--- src/rtl/led_ctrl_pkg.sv ---
// Shared types and constants for the green-LED PIO write arbiter.
package led_ctrl_pkg;

  // Controller phases: one-shot init write, arbitration, bus write, grant.
  typedef enum logic [1:0] {
    INIT  = 2'd0,
    IDLE  = 2'd1,
    WRITE = 2'd2,
    ACK   = 2'd3
  } state_t;

  // The PIO data register sits at offset 0 of the s1 slave.
  localparam logic [1:0] PIO_DATA_ADDR = 2'd0;

  // Avalon-MM data bus width of the PIO slave.
  localparam int PIO_BUS_W = 32;

endpackage

--- src/rtl/rr_arbiter.sv ---
// Combinational round-robin picker: first set request at or above ptr, with wrap.
module rr_arbiter #(
  parameter  int N     = 2,
  localparam int IDX_W = (N > 1) ? $clog2(N) : 1
) (
  input  logic [N-1:0]     req,
  input  logic [IDX_W-1:0] ptr,
  output logic [N-1:0]     winner,
  output logic [IDX_W-1:0] winner_idx
);

  logic             found_s;
  logic [IDX_W-1:0] cand_s;

  // Scan requesters starting at ptr; the first active one wins.
  always_comb begin
    found_s    = 1'b0;
    cand_s     = {IDX_W{1'b0}};
    winner     = {N{1'b0}};
    winner_idx = {IDX_W{1'b0}};
    for (int i = 0; i < N; i++) begin
      cand_s = IDX_W'((int'(ptr) + i) % N);
      if (!found_s && req[cand_s]) begin
        found_s            = 1'b1;
        winner_idx         = cand_s;
        winner[cand_s]     = 1'b1;
      end else begin
        found_s = found_s;
      end
    end
  end

endmodule

--- src/rtl/led_pio_arbiter.sv ---
// Shares the green-LED PIO write port among several requesters. Each grant
// merges the requester's owned bits into a shadow copy of the LED register
// and issues exactly one Avalon-MM write. INIT_PATTERN is written once after
// every reset so LEDs and shadow start in a known state.
module led_pio_arbiter
  import led_ctrl_pkg::*;
#(
  parameter int                 NUM_REQ      = 2,
  parameter int                 DATA_W       = 9,
  parameter logic [DATA_W-1:0]  INIT_PATTERN = {DATA_W{1'b0}}
) (
  input  logic                        clk,
  input  logic                        reset,
  input  logic [NUM_REQ-1:0]          req,
  input  logic [NUM_REQ*DATA_W-1:0]   req_data,
  input  logic [NUM_REQ*DATA_W-1:0]   req_mask,
  output logic [NUM_REQ-1:0]          gnt,
  output logic                        busy,
  output logic [DATA_W-1:0]           led_shadow,
  output logic [1:0]                  pio_address,
  output logic                        pio_chipselect,
  output logic                        pio_write_n,
  output logic [PIO_BUS_W-1:0]        pio_writedata
);

  localparam int IDX_W = $clog2(NUM_REQ);

  state_t               state_r, state_next_s;
  logic [IDX_W-1:0]     rr_ptr_r, rr_ptr_next_s;
  logic [IDX_W-1:0]     grant_idx_r, grant_idx_next_s;
  logic [NUM_REQ-1:0]   grant_oh_r, grant_oh_next_s;

  logic [NUM_REQ-1:0]   win_oh_s;
  logic [IDX_W-1:0]     win_idx_s;
  logic [DATA_W-1:0]    win_data_s;
  logic [DATA_W-1:0]    win_mask_s;
  logic [DATA_W-1:0]    merged_s;

  logic [NUM_REQ-1:0]   gnt_next_s;
  logic                 busy_next_s;
  logic [DATA_W-1:0]    shadow_next_s;
  logic                 cs_next_s;
  logic                 write_n_next_s;
  logic [PIO_BUS_W-1:0] writedata_next_s;

  rr_arbiter #(.N(NUM_REQ)) u_rr_arbiter (
    .req        (req),
    .ptr        (rr_ptr_r),
    .winner     (win_oh_s),
    .winner_idx (win_idx_s)
  );

  // Only one data register exists on the PIO, so the address is fixed.
  assign pio_address = PIO_DATA_ADDR;

  // Merge the winner's owned bits into the current shadow value.
  always_comb begin
    win_data_s = req_data[win_idx_s*DATA_W +: DATA_W];
    win_mask_s = req_mask[win_idx_s*DATA_W +: DATA_W];
    merged_s   = (led_shadow & ~win_mask_s) | (win_data_s & win_mask_s);
  end

  // Next-state and next-output logic; outputs are registered from these values.
  always_comb begin
    state_next_s     = state_r;
    rr_ptr_next_s    = rr_ptr_r;
    grant_idx_next_s = grant_idx_r;
    grant_oh_next_s  = grant_oh_r;
    gnt_next_s       = {NUM_REQ{1'b0}};
    busy_next_s      = 1'b0;
    shadow_next_s    = led_shadow;
    cs_next_s        = 1'b0;
    write_n_next_s   = 1'b1;
    writedata_next_s = pio_writedata;
    case (state_r)
      INIT: begin
        // Busy stays high through the init write cycle itself.
        state_next_s     = IDLE;
        busy_next_s      = 1'b1;
        cs_next_s        = 1'b1;
        write_n_next_s   = 1'b0;
        writedata_next_s = PIO_BUS_W'(INIT_PATTERN);
        shadow_next_s    = INIT_PATTERN;
      end
      IDLE: begin
        if (|req) begin
          // Grant index and merged value are captured here, so requesters
          // may change their data/mask once the grant is seen.
          state_next_s     = WRITE;
          busy_next_s      = 1'b1;
          grant_idx_next_s = win_idx_s;
          grant_oh_next_s  = win_oh_s;
          cs_next_s        = 1'b1;
          write_n_next_s   = 1'b0;
          writedata_next_s = PIO_BUS_W'(merged_s);
          shadow_next_s    = merged_s;
        end else begin
          state_next_s = IDLE;
        end
      end
      WRITE: begin
        state_next_s  = ACK;
        busy_next_s   = 1'b1;
        gnt_next_s    = grant_oh_r;
        rr_ptr_next_s = (grant_idx_r == IDX_W'(NUM_REQ - 1)) ? {IDX_W{1'b0}}
                                                            : grant_idx_r + IDX_W'(1);
      end
      ACK: begin
        // Requests are ignored here; the requester drops req during this cycle.
        state_next_s = IDLE;
      end
      default: begin
        state_next_s = INIT;
        busy_next_s  = 1'b1;
      end
    endcase
  end

  // State, arbitration pointer and latched grant registers.
  always_ff @(posedge clk or posedge reset) begin
    if (reset) begin
      state_r     <= INIT;
      rr_ptr_r    <= {IDX_W{1'b0}};
      grant_idx_r <= {IDX_W{1'b0}};
      grant_oh_r  <= {NUM_REQ{1'b0}};
    end else begin
      state_r     <= state_next_s;
      rr_ptr_r    <= rr_ptr_next_s;
      grant_idx_r <= grant_idx_next_s;
      grant_oh_r  <= grant_oh_next_s;
    end
  end

  // Registered outputs; reset drops the bus strobes immediately.
  always_ff @(posedge clk or posedge reset) begin
    if (reset) begin
      gnt            <= {NUM_REQ{1'b0}};
      busy           <= 1'b1;
      led_shadow     <= {DATA_W{1'b0}};
      pio_chipselect <= 1'b0;
      pio_write_n    <= 1'b1;
      pio_writedata  <= {PIO_BUS_W{1'b0}};
    end else begin
      gnt            <= gnt_next_s;
      busy           <= busy_next_s;
      led_shadow     <= shadow_next_s;
      pio_chipselect <= cs_next_s;
      pio_write_n    <= write_n_next_s;
      pio_writedata  <= writedata_next_s;
    end
  end

endmodule
--- config.mk ---
export PLATFORM = sky130hd
export DESIGN_NAME = led_pio_arbiter
export DESIGN_NICKNAME = d
export VERILOG_FILES = /design/src/rtl/led_ctrl_pkg.sv /design/src/rtl/rr_arbiter.sv /design/src/rtl/led_pio_arbiter.sv
export SDC_FILE = /design/constraint.sdc
export NUM_CORES = 1
export LEC_CHECK = 0
export ABC_AREA = 1
export CORE_ASPECT_RATIO = 0.5
export CORE_MARGIN = 2
export CORE_UTILIZATION = 35
export CTS_CLUSTER_SIZE = 25
export DETAILED_ROUTE_END_ITERATION = 8
export DONT_BUFFER_PORTS = 1
export HOLD_SLACK_MARGIN = 0.1
export SETUP_SLACK_MARGIN = 0.1
export SYNTH_ARGS = -nofsm -noshare
export SYNTH_HDL_FRONTEND = slang
export SYNTH_SLANG_ARGS = --single-unit
export TNS_END_PERCENT = 10
--- constraint.sdc ---
create_clock -name clk -period 1.05 [get_ports clk]
set_input_delay 0.0525 -clock clk [delete_from_list [all_inputs] [get_ports clk]]
set_output_delay 0.0525 -clock clk [all_outputs]
set_load 0.1 [all_outputs]
==> results.toml, run 1 <==
[pwr]
power_density_mw_per_mm2 = 3940
ir_drop_mv = 1.48
leakage_nw = 1.03
totalPowerFinal_mw = 7.40

[timing]
fmax_mhz = 861
finalSetupViolCount = 11
fin_skew_ns = 0.000766
finalWorstSetupSlack_ns = -0.112
hold_viol = 1
rsz0062_at_grt = "yes"
slew_viol_final = 0
fin_crit_ns = 1.16
hold_ws_ns = -0.0424
fin_crit_sh_pct = 111

[status]
violations = "hold timing, setup timing"
status = "finished, violations left"

[route]
ant_nets = 0
dr_total_vias = 1316
via_per_inst = 4.60
wire_per_inst_um = 12.2
drc = 0
drt_iter0_markers = 61
wl_um = 3490
firstDrtPassIters = 4

[grt]
grt_pass1_wl_um = 5430
grt_max_degree = 23
track_usage_pct = 14.1
overflow = 0
antenna_found_initial = 0
grt_pass1_vias = 1159

[clock_network]
cts_buffers = 3
clockBufferDepth = 2
cts-root-buf = "clkbuf_8"
insertion_delay_ns = 0.26
htreeDepth = 1
path_clk_slew_ns = 0.07
cts_tree = "yes"
cts_sinks = 20

[critical_path]
required_ns = 1.21
cp_top_family = "simple AND/OR/NAND/NOR gates"
startpoint_type = "flip-flop"
critPathMaxFanout = 13
critPathArrivalTime_ns = 1.32
crit_path_end_kind = "flip-flop"
crit_buf_inv = 1
slowest_stage = "dfrtp_1"
path_cells = "nand2_2 > buf_12 > nand3_1 > nand2_1 > nand2_1 > nand3_1 > nand2_1"
crit_type = "reg -> reg"
cp_common_cell = "nand2_1"
max_stage_delay_ns = 0.42

[hold_path]
hold_path_class = "in -> reg"

[placement]
place_hpwl_um = 2500
pre_cts_slack_ns = -0.0631
gp_congestion = 0.785
io_buffers = 0
placed_cell_area_mm2 = 0.00172

[logic_synthesis]
synth_warnings = 0
synth_cells = 217
synth.distinct_cells = 15
ys_seq_area_share_pct = 33.4
synthesis.area_mm2 = 0.00151
synth_seq_cells = 20
syn_avg_cell_area_um2 = 6.94

[floorplanning]
coreArea_mm2 = 0.00402
rows = 16
die-area_mm2 = 0.00488
initial_core_util_pct = 37.4
io_pins = 88
die_w_um = 96.8
die_y_um = 50.4

[layout]
area_growth_pct = 24.6
n_antenna_cell = 0
stdcell_area_mm2 = 0.00188
fillCellCount = 386
final_util_pct = 46.6
layout-drive-gt1-share_pct = 20.3
nets = 273

[flow_run]
cap_violations = 0
## per-stage QoR
step / instances / TNS, ns
2_1_floorplan: 241 / 0
3_3_place_gp: 275 / -0.237
3_5_place_dp: 275 / -0.475
4_1_cts: 283 / -0.515
5_1_grt: 286 / -2.05
6_report: 286 / -0.964
## worst register-to-register path, cell delays in order, from the launching register on
cell,delay (ns)
dfrtp_1,0.42
nand2_2,0.12
buf_12,0.14
nand3_1,0.12
nand2_1,0.10
nand2_1,0.05
nand3_1,0.06
nand2_1,0.05
## where the power goes
| group | total (mW) | internal, mW | switching (mW) |
|---|---|---|---|
| sequential | 1.50 | 1.20 | 0.300 |
| clock | 0.777 | 0.509 | 0.267 |
| combinational | 5.13 | 1.32 | 3.81 |
## cells by family (layout without fill, tap and decap cells)
kind of cell	Yosys count	count (layout)	share of synthesized area [%]
and+or+nand+nor	117	119	35.1
buffers and inverters	76	65	30.2
DFF	20	20	33.4
AOI/OAI and AO/OA	3	3	0.996
other	1	25	0.249
## sequential cells by signal (all words and copies together), names as in the netlist
name            count
pio_chipselect      1
pio_write_n         1
grant_idx_r         1
gnt                 2
state_r             2
busy                1
rr_ptr_r            1
grant_oh_r          2
pio_writedata       9
## per-layer routing
| metal | vias up | GRT usage, % | wire (µm) |
|---|---|---|---|
| li1 | 645 | - | - |
| met1 | 607 | 17.9 | 1530 |
| met2 | 62 | 24.2 | 1720 |
| met3 | 2 | 3.62 | 229 |
| met4 | 0 | 3.76 | 11 |
| met5 | - | 0 | 0 |
## synth_stat cells
master    number  area share, %
dfrtp_1       18             30
nor2_1         2           0.50
buf_6          5            3.7
nand2_2        4            1.7
o21ai_1        1           0.33
nor2_4         1           0.75
nand2_1       53             13
or2_1          1           0.42
inv_1         35            8.7
o21ai_0        2           0.66
dfstp_2        2            3.5
nand3_1       56             19
buf_4         35             17
conb_1         1           0.25
clkinv_2       1           0.33
## placed cells by master (no fill, tap or decap), drive strengths merged
| cell type | instances |
|---|---|
| nand2 | 59 |
| nand3 | 56 |
| inv | 35 |
| conb | 25 |
| buf | 21 |
| dfrtp | 18 |
| dlygate4sd3 | 4 |
| clkbuf | 3 |
| nor2 | 3 |
| o21ai | 3 |
| dfstp | 2 |
| or2 | 1 |
| clkinv | 1 |
| bufinv | 1 |
## final timing paths
path / startpoint / slack, ns / to / cells after the start
min in group asynchronous: reset / 0.25 / state_r[1]$_DFF_PP0_ / 3
worst max register to register: rr_ptr_r$_DFFE_PP0P_ / -0.11 / pio_writedata[8]$_DFFE_PP0P_ / 7
worst min register to register: state_r[0]$_DFF_PP0_ / 0.40 / busy$_DFF_PP1_ / 1
worst max-delay path: rr_ptr_r$_DFFE_PP0P_ / -0.11 / pio_writedata[8]$_DFFE_PP0P_ / 7
max in group asynchronous: reset / 0.53 / pio_write_n$_DFF_PP1_ / 3
worst min-delay path: req[0] / -0.04 / grant_oh_r[0]$_DFFE_PP0P_ / 2
## timing repair
item                                    in CTS  in global routing
endpoints found under the setup margin      33                 37
gates cloned                                 0                  2
hold buffers                                 3                  1
hold endpoints to repair                    32                  4
pin swaps                                    1                  5
buffers inserted                             1                  0
gates resized for setup                      1                  5
## final cells by class
type / count / area [µm²] / area share, %
clock buffers: 3 / 41.3 / 2.20
flip-flops and latches: 20 / 537 / 28.6
repair buffers: 25 / 385 / 20.5
multi-input cells: 147 / 676 / 36.0
clock inverters: 1 / 30.0 / 1.60
well taps: 54 / 67.6 / 3.60
inverters: 36 / 140 / 7.47
(Power assumes the default switching activity.)
==> run 2: changes to the inputs <==
--- a/config.mk
+++ b/config.mk
@@ -12,7 +12,7 @@
 export CTS_CLUSTER_SIZE = 25
 export DETAILED_ROUTE_END_ITERATION = 8
 export DONT_BUFFER_PORTS = 1
-export HOLD_SLACK_MARGIN = 0.1
+export HOLD_SLACK_MARGIN = 0.03
 export SETUP_SLACK_MARGIN = 0.1
 export SYNTH_ARGS = -nofsm -noshare
 export SYNTH_HDL_FRONTEND = slang
==> results.toml, run 2 (synthesized netlist as in run 1, its figures left out) <==
[grt]
grt_max_degree = 23
track_usage_pct = 14.2
grt_pass1_wl_um = 5510
grt_pass1_vias = 1171
overflow = 0
antenna_found_initial = 0

[layout]
top_register = "pio_writedata"
stdcell_area_mm2 = 0.00186
largest_register_ffs = 9
nets = 272
area_growth_pct = 23.6
final_common_cell = "nand3_1"
fillCellCount = 385
layout_common_cells = "54 x nand3_1, 53 x nand2_1, 34 x inv_1"
final_util_pct = 46.3
layout-drive-gt1-share_pct = 20.3
n_antenna_cell = 0
instances_no_fill = 285

[pwr]
leakage_nw = 1.02
ir_drop_mv = 1.48
power_density_mw_per_mm2 = 3970
totalPowerFinal_mw = 7.38

[critical_path]
crit_type = "reg -> reg"
critPathMaxFanout = 13
crit_path_end_kind = "flip-flop"
critPathArrivalTime_ns = 1.32
required_ns = 1.21
startpoint_type = "flip-flop"

[placement]
io_buffers = 0
gp_congestion = 0.785
pre_cts_slack_ns = -0.0631
placed_cell_area_mm2 = 0.00172
dp.cells = 275
place_hpwl_um = 2500

[route]
dr_total_vias = 1313
ant_nets = 0
firstDrtPassIters = 4
wire_per_inst_um = 12.0
drc = 0
via_per_inst = 4.61
wl_um = 3430
drt_iter0_markers = 69

[timing]
hold_viol = 0
finalWorstSetupSlack_ns = -0.111
fin_tns_setup_ns = -0.829
fin_crit_ns = 1.16
slew_viol_final = 0
rsz0062_at_grt = "yes"
fin_skew_ns = 0.00119
hold_ws_ns = 0.0483
finalSetupViolCount = 9
fin_crit_sh_pct = 111
fmax_mhz = 862

[clock_network]
cts-root-buf = "clkbuf_8"
htreeDepth = 1
insertion_delay_ns = 0.26
cts_tree = "yes"
path_clk_slew_ns = 0.08
clockBufferDepth = 2
cts_sinks = 20
cts_buffers = 3

[floorplanning]
die_w_um = 96.8
die-area_mm2 = 0.00488
rows = 16
die_y_um = 50.4
coreArea_mm2 = 0.00402
initial_core_util_pct = 37.4
io_pins = 88

[status]
violations = "setup timing"
status = "finished, violations left"

[flow_run]
cap_violations = 0

[hold_path]
hold_path_class = "in -> reg"
-- run 2: critical path: stages, from the launching register on --
cell	delay, ns
dfrtp_1	0.42
nand2_2	0.12
buf_12	0.14
nand3_1	0.11
nand2_1	0.10
nand2_1	0.05
nand3_1	0.06
nand2_1	0.05
-- run 2: what timing repair did --
item | in CTS | in global routing
buffers inserted | 1 | 0
pin swaps | 1 | 5
setup endpoints to repair | 33 | 37
hold endpoints to repair | 23 | 0
gates cloned | 0 | 2
gates resized for setup | 1 | 4
hold buffers | 3 | 0
-- run 2: final cells by class --
class	instances	area, µm²	area share (%)
clock inverter	1	30.0	1.61
tap	54	67.6	3.63
timing repair buffer	24	375	20.2
clock buffer	3	41.3	2.22
multi-input combinational	147	671	36.0
inverter	36	140	7.53
sequential	20	537	28.8
-- run 2: per-layer routing --
metal / vias to the layer above / share of wire [%] / GRT usage, % / wire, µm
li1: 639 / - / - / -
met1: 609 / 43 / 17.9 / 1480
met2: 63 / 50 / 24.9 / 1700
met3: 2 / 7.0 / 3.62 / 241
met4: 0 / 0.32 / 3.76 / 11
met5: - / 0 / 0 / 0
-- run 2: path summary, 6_finish.rpt --
| path | from | endpoint | slack (ns) | cells after the start |
|---|---|---|---|---|
| max in group asynchronous | reset | pio_write_n$_DFF_PP1_ | 0.53 | 3 |
| worst min-delay path | req[0] | grant_idx_r$_DFFE_PP0P_ | 0.05 | 3 |
| worst max register to register | rr_ptr_r$_DFFE_PP0P_ | pio_writedata[8]$_DFFE_PP0P_ | -0.11 | 7 |
| min in group asynchronous | reset | state_r[1]$_DFF_PP0_ | 0.25 | 3 |
| worst min register to register | state_r[0]$_DFF_PP0_ | busy$_DFF_PP1_ | 0.40 | 1 |
| worst max-delay path | rr_ptr_r$_DFFE_PP0P_ | pio_writedata[8]$_DFFE_PP0P_ | -0.11 | 7 |
-- run 2: where the power goes --
group	switching [mW]	internal, mW	total, mW
Clock	0.270	0.509	0.780
Combinational	3.79	1.32	5.10
Sequential	0.301	1.20	1.50
